<file path="config.mk">
export PLATFORM = sky130hd
export DESIGN_NAME = player_action_ctrl
export DESIGN_NICKNAME = d
export VERILOG_FILES = /design/src/rtl/player_pkg.sv /design/src/rtl/frame_tick_gen.sv /design/src/rtl/player_action_ctrl.sv
export SDC_FILE = /design/constraint.sdc
export NUM_CORES = 1
export LEC_CHECK = 0
export CAP_MARGIN = 10
export CORE_MARGIN = 3
export CORE_UTILIZATION = 60
export CTS_CLUSTER_DIAMETER = 200
export DETAILED_ROUTE_END_ITERATION = 8
export HOLD_SLACK_MARGIN = 0.03
export PLACE_DENSITY = 0.84
export SYNTH_ARGS = -nofsm -noshare
export SYNTH_HDL_FRONTEND = slang
export SYNTH_SLANG_ARGS = --single-unit
</file>
<file path="constraint.sdc">
create_clock -name Clk -period 2.97 [get_ports Clk]
set_input_delay 0.297 -clock Clk [delete_from_list [all_inputs] [get_ports Clk]]
set_output_delay 0.297 -clock Clk [all_outputs]
set_load 0.005 [all_outputs]
</file>
<file path="src/rtl/player_pkg.sv">
// player_pkg: player FSM state encoding plus default frame timings and health
package player_pkg;
  typedef enum logic [1:0] {IDLE, JUMP, CROUCH, DEAD} state_t;
  localparam int CNT_W = 5;
  localparam int DEF_PUNCH_FRAMES = 8;
  localparam int DEF_PUNCH_COOLDOWN = 4;
  localparam int DEF_JUMP_FRAMES = 16;
  localparam int DEF_INVULN_FRAMES = 16;
  localparam int DEF_MAX_HEALTH = 7;
endpackage

</file>
<file path="src/rtl/frame_tick_gen.sv">
// frame_tick_gen: one-cycle tick on each rising edge of the frame_clk level.
// Ticks are suppressed until frame_clk has been seen low, so a level held high across reset never ticks.
module frame_tick_gen (
  input  logic Clk,
  input  logic Reset_n,
  input  logic frame_clk,
  output logic frame_tick
);
  logic r_frame_q, r_armed;
  always_ff @(posedge Clk or negedge Reset_n)
    if (!Reset_n) begin
      r_frame_q <= 1'b0;
      r_armed <= 1'b0;
    end else begin
      r_frame_q <= frame_clk;
      r_armed <= r_armed | ~frame_clk;
    end
  assign frame_tick = frame_clk & ~r_frame_q & r_armed;
endmodule

</file>
<file path="src/rtl/player_action_ctrl.sv">
// player_action_ctrl: frame-stepped player FSM producing sprite action bits, health and hit immunity
module player_action_ctrl
  import player_pkg::*;
#(
  parameter int PUNCH_FRAMES = DEF_PUNCH_FRAMES,
  parameter int PUNCH_COOLDOWN = DEF_PUNCH_COOLDOWN,
  parameter int JUMP_FRAMES = DEF_JUMP_FRAMES,
  parameter int INVULN_FRAMES = DEF_INVULN_FRAMES,
  parameter int MAX_HEALTH = DEF_MAX_HEALTH
) (
  input  logic       Clk,
  input  logic       Reset_n,
  input  logic       frame_clk,
  input  logic       key_punch,
  input  logic       key_jump,
  input  logic       key_crouch,
  input  logic       key_left,
  input  logic       key_right,
  input  logic       hit,
  input  logic       restart,
  output logic       punch,
  output logic       jump,
  output logic       crouch,
  output logic       left,
  output logic       right,
  output logic       death,
  output logic [2:0] health,
  output logic       invuln
);
  typedef logic [CNT_W-1:0] cnt_t;
  state_t r_state, w_state_n;
  cnt_t r_jcnt, r_pcnt, r_ccnt, r_inv, w_jcnt_n, w_pcnt_n, w_ccnt_n, w_inv_n;
  logic [2:0] r_health, w_health_n;
  logic r_pend, w_tick, w_pend, w_take, w_move;
  logic r_punch, r_jump, r_crouch, r_left, r_right, r_death;
  frame_tick_gen u_tick (
    .Clk(Clk),
    .Reset_n(Reset_n),
    .frame_clk(frame_clk),
    .frame_tick(w_tick)
  );
  // a hit arriving in the tick cycle itself still lands on this tick
  assign w_pend = r_pend | hit;
  assign w_take = w_pend && r_inv == '0 && r_state != DEAD;
  assign w_move = w_state_n == IDLE || w_state_n == JUMP;
  always_comb begin
    w_state_n = r_state;
    w_health_n = w_take ? r_health - 3'd1 : r_health;
    w_inv_n = w_take ? cnt_t'(INVULN_FRAMES) : (r_inv != '0 ? r_inv - cnt_t'(1) : '0);
    w_jcnt_n = r_jcnt;
    w_pcnt_n = r_pcnt != '0 ? r_pcnt - cnt_t'(1) : '0;
    w_ccnt_n = r_pcnt == cnt_t'(1) ? cnt_t'(PUNCH_COOLDOWN) : (r_ccnt != '0 ? r_ccnt - cnt_t'(1) : '0);
    if (r_state == DEAD) begin
      if (restart) begin
        w_state_n = IDLE;
        w_health_n = 3'(MAX_HEALTH);
        w_inv_n = '0;
      end
    end else if (w_take && r_health == 3'd1) w_state_n = DEAD;
    else if (r_state == CROUCH) w_state_n = key_crouch ? CROUCH : IDLE;
    else if (r_state == IDLE && key_crouch) w_state_n = CROUCH;
    else begin
      if (r_state == JUMP) begin
        w_jcnt_n = r_jcnt - cnt_t'(1);
        w_state_n = r_jcnt == cnt_t'(1) ? IDLE : JUMP;
      end else if (key_jump) begin
        w_jcnt_n = cnt_t'(JUMP_FRAMES);
        w_state_n = JUMP;
      end
      if (key_punch && w_pcnt_n == '0 && w_ccnt_n == '0) w_pcnt_n = cnt_t'(PUNCH_FRAMES);
    end
    if (w_state_n == CROUCH || w_state_n == DEAD) begin
      w_jcnt_n = '0;
      w_pcnt_n = '0;
      w_ccnt_n = '0;
    end
  end
  always_ff @(posedge Clk or negedge Reset_n)
    if (!Reset_n) begin
      r_state <= IDLE;
      r_health <= 3'(MAX_HEALTH);
      r_pend <= 1'b0;
      r_jcnt <= '0;
      r_pcnt <= '0;
      r_ccnt <= '0;
      r_inv <= '0;
      r_punch <= 1'b0;
      r_jump <= 1'b0;
      r_crouch <= 1'b0;
      r_left <= 1'b0;
      r_right <= 1'b0;
      r_death <= 1'b0;
    end else begin
      r_pend <= w_tick ? 1'b0 : w_pend;
      if (w_tick) begin
        r_state <= w_state_n;
        r_health <= w_health_n;
        r_jcnt <= w_jcnt_n;
        r_pcnt <= w_pcnt_n;
        r_ccnt <= w_ccnt_n;
        r_inv <= w_inv_n;
        r_punch <= w_pcnt_n != '0;
        r_jump <= w_state_n == JUMP;
        r_crouch <= w_state_n == CROUCH;
        r_death <= w_state_n == DEAD;
        r_left <= key_left & w_move;
        r_right <= key_right & w_move;
      end
    end
  assign punch = r_punch;
  assign jump = r_jump;
  assign crouch = r_crouch;
  assign left = r_left;
  assign right = r_right;
  assign death = r_death;
  assign health = r_health;
  assign invuln = r_inv != '0;
endmodule

</file>
==> impl_metrics.csv, run 1 <==
group,metric,value,unit
status,run_status,"finished clean",
synthesis,synth-seq-area-share,44.2,%
grt,antenna_found_initial,0,
place,place.gp.congestion,0.927,
sta,max_slew_margin,46.5,%
layout,fin_nets,234,
synthesis,syn_nets,213,
route,wl_per_cell,16.8,µm
critical_path,critPathKind,"flop to flop",
cts,cts_root_buf,"clkbuf_4",
route,drt_iter0_drc,151,
cts,cts_tree,"done",
layout,final_core_util,76.5,%
min_path,min_path_type,"input port to asynchronous set/reset pin",
layout,antenna_cells,0,
grt,grt.busiest_layer,"met2",
grt,grt-ovfl-total,0,
synthesis,yosysWarnings,0,
cts,cts_hold_buffers,0,
power,switchingPower,858,µW
synthesis,synth-main-ff-cell,"dfrtp_1",
layout,areaGrowthSynthToFinish,14.9,%
grt,track_usage,24.8,%
sta,period_share,81.0,%
critical_path,max_stage_delay,0.50,ns
cts,cts_made_buffers,5,
synthesis,avgSynthCellArea,9.96,µm²
power,finalPower,2.09,mW
critical_path,crit_path_max_fanout,14,
sta,hold_violations,0,
die,io_pins,20,
sta,hold_slack,0.357,ns
synthesis,synth_top_area_share,40.2,%
power,vdd_drop_max,0.654,mV
route,drt_wl_total,4340,µm
power,comb_power_share,46.5,%
route,dr_total_vias,1644,
synthesis,yosys.area.top_type,"dfrtp_1",
synthesis,yosysUniqueCellTypes,56,
route,first_pass_iters,4,
grt,grt_max_degree,35,
cts,clockBufferDepth,2,
grt,grt_pass1_wl,7850,µm
die,rows,19,
synthesis,ys_seq_elements,34,
cts,cts.clk_slew.worst_paths,0.10,ns
route,vias_per_cell,6.37,
critical_path,end_kind,"flop",
power,p_leak,0.955,nW
grt,grt_pass1_vias,1685,
cts,post_cts_resized,0,
synthesis,netlist_instances,194,
place,post-dp-hpwl,3190,µm
sta,fin_skew,0.00691,ns
sta,setup_viol,0,
sta,grt_setup_unrepaired,"false",
sta,period_needed,2.41,ns
power,p_int,1.23,mW
critical_path,cp.arrival,2.64,ns
power,powerDensity,942,mW/mm²
route,drc,0,
flow_run,cap_violations,0,
power,power.share.switching,41.0,%
die,die-area,0.00394,mm²
route,ant_nets,0,
grt,met2_usage,41.0,%
critical_path,cp.required,3.20,ns
critical_path,crit_chain,"inv_1, ha_1, nor4b_4, inv_2, o31a_1, a31oi_4, mux2_2",
synthesis,async_flop_share,100,%
cts,htree_levels,2,
sta,slew_violations,0,
die,chipHeight,62.7,µm
place,io_buffers,19,
power,p_seq_share,40.6,%
cts,post_cts_buffers,0,
cts,clock-sinks,34,
grt,grt_use_met3,5.76,%
grt,met1_usage,31.5,%
layout,n_fill_cell,203,
power,clkPwrFrac,12.9,%
critical_path,cp_slowest_cell,"o31a_1",
sta,fmax,415,MHz
sta,fin_tns_setup,0,ns
die,core,0.00290,mm²
synthesis,synth.cell_area,0.00193,mm²
critical_path,critPathLaunchType,"flop",
die,start_util,66.6,%
synthesis,synth_edf_count,0,
cts,insertion_delay,0.34,ns
sta,worst_pin_slew,0.791,ns
synthesis,synth.area.top_cells,"dfrtp_1, ha_1, dfstp_2",
die,die_w,62.7,µm
critical_path,reg2regPathDepth,7,
layout,layout-drive-gt1-share,9.72,%
## power groups by stage
stage / combinational [mW] / clock, mW / sequential, mW
6_report: 0.972 / 0.269 / 0.850
5_1_grt: 1.08 / 0.310 / 0.880
4_1_cts: 0.969 / 0.277 / 0.844
3_5_place_dp: 0.962 / 0 / 0.852
3_3_place_gp: 0.909 / 0 / 0.836
2_1_floorplan: 0.705 / 0 / 0.783
## critical path: cells and delay by family, from the launching register on
| kind | cells | cell delay, ns |
|---|---|---|
| AO/OA/AOI/OAI | 2 | 0.78 |
| adder cells (fa/ha/maj) | 1 | 0.22 |
| buffers and inverters | 2 | 0.23 |
| flip-flops | 1 | 0.41 |
| multiplexers | 1 | 0.36 |
| AND/OR/NAND/NOR | 1 | 0.30 |
## area by class of cell
type                       instances  area (µm²)  area share [%]
inverter                          15        56.3            2.54
tap                               42        52.6            2.37
sequential                        34         855            38.5
clock buffer                       7        55.1            2.48
multi-input combinational        137         983            44.3
clock inverter                     1        5.00           0.225
timing repair buffer              22         213            9.58
## path summary, 6_finish.rpt
path                                       start                         end  slack, ns
min                                      Reset_n       r_pcnt[0]$_DFFE_PN0P_       0.36
max reg2reg                 r_inv[1]$_DFFE_PN0P_       r_jcnt[0]$_DFFE_PN0P_       0.56
max in group asynchronous                Reset_n       health[1]$_DFFE_PN1P_       2.27
min in group Clk                       frame_clk  u_tick.r_frame_q$_DFF_PN0_       0.46
max                         r_inv[1]$_DFFE_PN0P_       r_jcnt[0]$_DFFE_PN0P_       0.56
min reg2reg                health[2]$_DFFE_PN1P_       health[2]$_DFFE_PN1P_       0.50
## kinds of logic after synthesis
family / Yosys count / share of synthesized area [%]
compound gates: 54 / 22.2
xor+xnor: 2 / 0.907
fa+ha+maj: 9 / 5.83
buf+inv: 23 / 4.86
flops: 34 / 44.2
mux: 2 / 1.17
simple gates: 70 / 20.9
## registers in the layout (all words and copies together), names as in the netlist, 2 cells and up
signal / count
r_pcnt: 5
r_inv: 5
health: 3
r_jcnt: 5
r_state: 2
r_ccnt: 5
## routing by layer
metal,vias to the layer above,part of all wire [%]
li1,761,-
met1,812,43
met2,58,50
met3,13,5.4
met4,0,2.3
met5,-,0
## synthesized netlist by cell type (3+ instances only)
cell / n
a21o_1: 3
a21oi_1: 3
a22o_1: 3
a32o_1: 3
and2_1: 4
and3_1: 3
clkbuf_1: 7
dfrtp_1: 31
dfstp_2: 3
ha_1: 9
inv_1: 14
nand2_1: 16
nand2b_1: 7
nand3_1: 5
nor2_1: 8
nor3_1: 5
nor4_1: 3
o21ai_0: 11
or3_1: 5
## cells in the final DEF, fill, tap and decap left out, types with 3 or more instances in the layout
cell             count
dfrtp_1             31
clkdlybuf4s50_1     19
nand2_1             16
inv_1               14
o21ai_0             11
ha_1                 9
nor2_1               8
nand2b_1             7
nor3_1               5
nand3_1              5
or3_1                5
clkbuf_4             5
and2_1               4
nor4_1               3
a21o_1               3
and3_1               3
a32o_1               3
a21oi_1              3
a22o_1               3
dfstp_2              3
buf_4                3
## metrics by stage
| stage | setup WS, ns | area [µm²] | instances |
|---|---|---|---|
| final | 0.563 | 2220 | 258 |
| after global routing | 0.472 | 2220 | 258 |
| after CTS | 0.589 | 2220 | 258 |
| after detailed placement | 0.611 | 2160 | 250 |
| after global placement | 0.752 | 2160 | 250 |
| after floorplan | 0.947 | 1930 | 194 |
Note: power is estimated with default switching activity, not from simulation.
==> run 2, diff against run 1 <==
Settings changed: CORE_UTILIZATION 60 to 56, PLACE_DENSITY 0.84 to 0.79.
Clock period 2.97 ns to 2.35 ns, I/O delays scaled along.
==> run 2 against run 1 <==
Count of clock-buffer cells in the layout did not move; global-route usage is 0.66 points lower; sequential share of layout area shrank 0.43 points; clock power rose by 12%; critical path depth decreased by 1; power grew 27%; first-iteration DRC count decreased by 39%; hold slack lost 0.066 ns.
==> impl_metrics.csv, run 2 (synthesis gave the netlist of run 1 again) <==
group,metric,value,unit
grt,grt-ovfl-total,0,
layout,n_fill_cell,252,
sta,period_share,92.5,%
cts,htree_levels,2,
critical_path,crit_chain,"inv_1, ha_1, nor4b_4, inv_2, buf_4, clkdlybuf4s50_1",
sta,fmax,460,MHz
route,dr_total_vias,1622,
layout,layout-drive-gt1-share,10.9,%
critical_path,crit_path_max_fanout,6,
route,wl_per_cell,16.8,µm
cts,cts_root_buf,"clkbuf_4",
cts,cts.clk_slew.worst_paths,0.10,ns
cts,post_cts_buffers,0,
grt,track_usage,24.2,%
grt,grt_pass1_vias,1643,
critical_path,cp.required,2.12,ns
sta,fin_ws,0.177,ns
grt,grt_pass1_wl,7940,µm
place,io_buffers,19,
die,rows,20,
cts,clock-sinks,34,
cts,post_cts_resized,0,
min_path,min_path_type,"input port to asynchronous set/reset pin",
power,powerDensity,1180,mW/mm²
status,run_status,"finished clean",
layout,antenna_cells,0,
layout,areaGrowthSynthToFinish,16.2,%
grt,antenna_found_initial,0,
route,first_pass_iters,5,
route,ant_nets,0,
route,vias_per_cell,6.14,
die,core,0.00318,mm²
power,vdd_drop_max,0.679,mV
cts,insertion_delay,0.34,ns
layout,final_core_util,70.6,%
die,die_w,64.7,µm
layout,multi_input_area,983,µm²
route,drc,0,
place,post-place-ws,0.225,ns
sta,fin_skew,0.00614,ns
sta,worst_pin_slew,0.466,ns
die,io_pins,20,
layout,layout_commonest_cell,"dfrtp_1",
critical_path,cp.arrival,1.94,ns
critical_path,critPathKind,"flop to output pin",
route,drt_iter0_drc,92,
critical_path,crit_buf_inv,4,
layout,fin_nets,239,
die,chipHeight,64.7,µm
critical_path,max_stage_delay,0.44,ns
die,die-area,0.00419,mm²
sta,fin_tns_setup,0,ns
power,finalPower,2.66,mW
cts,cts_made_buffers,5,
cts,cts_tree,"done",
grt,grt_max_degree,35,
sta,max_slew_margin,68.7,%
flow_run,cap_violations,0,
cts,clockBufferDepth,2,
critical_path,crit_family,"buffers and inverters",
route,drt_wl_total,4430,µm
sta,grt_setup_unrepaired,"false",
critical_path,critPathLaunchType,"flop",
sta,hold_violations,0,
critical_path,cp_slowest_cell,"clkdlybuf4s50_1",
cts,cts_hold_buffers,0,
power,p_leak,0.968,nW
place,post-dp-hpwl,3200,µm
place,place.gp.congestion,0.848,
critical_path,end_kind,"output pin",
layout,final_cell_mix,"dfrtp_1, clkdlybuf4s50_1, nand2_1",
sta,setup_viol,0,
sta,hold_slack,0.290,ns
layout,regArea,855,µm²
sta,slew_violations,0,
die,start_util,60.8,%
sta,period_needed,2.17,ns
[run 2: metrics by stage]
stage	std cells	area, µm²
final	264	2240
after global routing	264	2240
after CTS	264	2240
after detailed placement	257	2200
after global placement	257	2200
after floorplan	194	1930
[run 2: layout make-up]
class / count / share of cell area [%]
Clock buffer: 7 / 2.01
Timing Repair Buffer: 27 / 11.1
Multi-Input combinational cell: 137 / 43.8
Inverter: 15 / 2.51
Sequential cell: 34 / 38.1
Tap cell: 44 / 2.45
[run 2: worst paths after layout]
check | depth (start not counted) | slack [ns] | endpoint | from
max in group asynchronous | 2 | 1.71 | health[0]$_DFFE_PN1P_ | Reset_n
worst max register to register | 8 | 0.19 | r_ccnt[3]$_DFFE_PN0P_ | r_inv[0]$_DFFE_PN0P_
worst max-delay path | 6 | 0.18 | invuln | r_inv[0]$_DFFE_PN0P_
min in group Clk | 1 | 0.41 | u_tick.r_frame_q$_DFF_PN0_ | frame_clk
worst min-delay path | 2 | 0.29 | r_pcnt[0]$_DFFE_PN0P_ | Reset_n
worst min register to register | 1 | 0.50 | u_tick.r_armed$_DFF_PN0_ | u_tick.r_armed$_DFF_PN0_
[run 2: worst reg2reg max path, stage by stage (launching register included)]
cell     delay (ns)
dfrtp_1        0.42
inv_1          0.07
ha_1           0.18
nor4b_4        0.29
inv_2          0.06
o31a_1         0.43
buf_4          0.21
and2_1         0.19
a32o_1         0.23
[run 2: where the power goes]
part	internal, mW	switching, mW	total (mW)
clock	0.113	0.187	0.300
sequential	0.820	0.259	1.08
combinational	0.633	0.646	1.28
total	1.57	1.09	2.66
[run 2: layer usage]
| metal | part of all wire [%] | GRT usage [%] | up-vias |
|---|---|---|---|
| li1 | - | - | 778 |
| met1 | 47 | 33.8 | 767 |
| met2 | 47 | 38.3 | 66 |
| met3 | 4.3 | 3.47 | 11 |
| met4 | 1.6 | 8.44 | 0 |
| met5 | 0 | 0 | - |
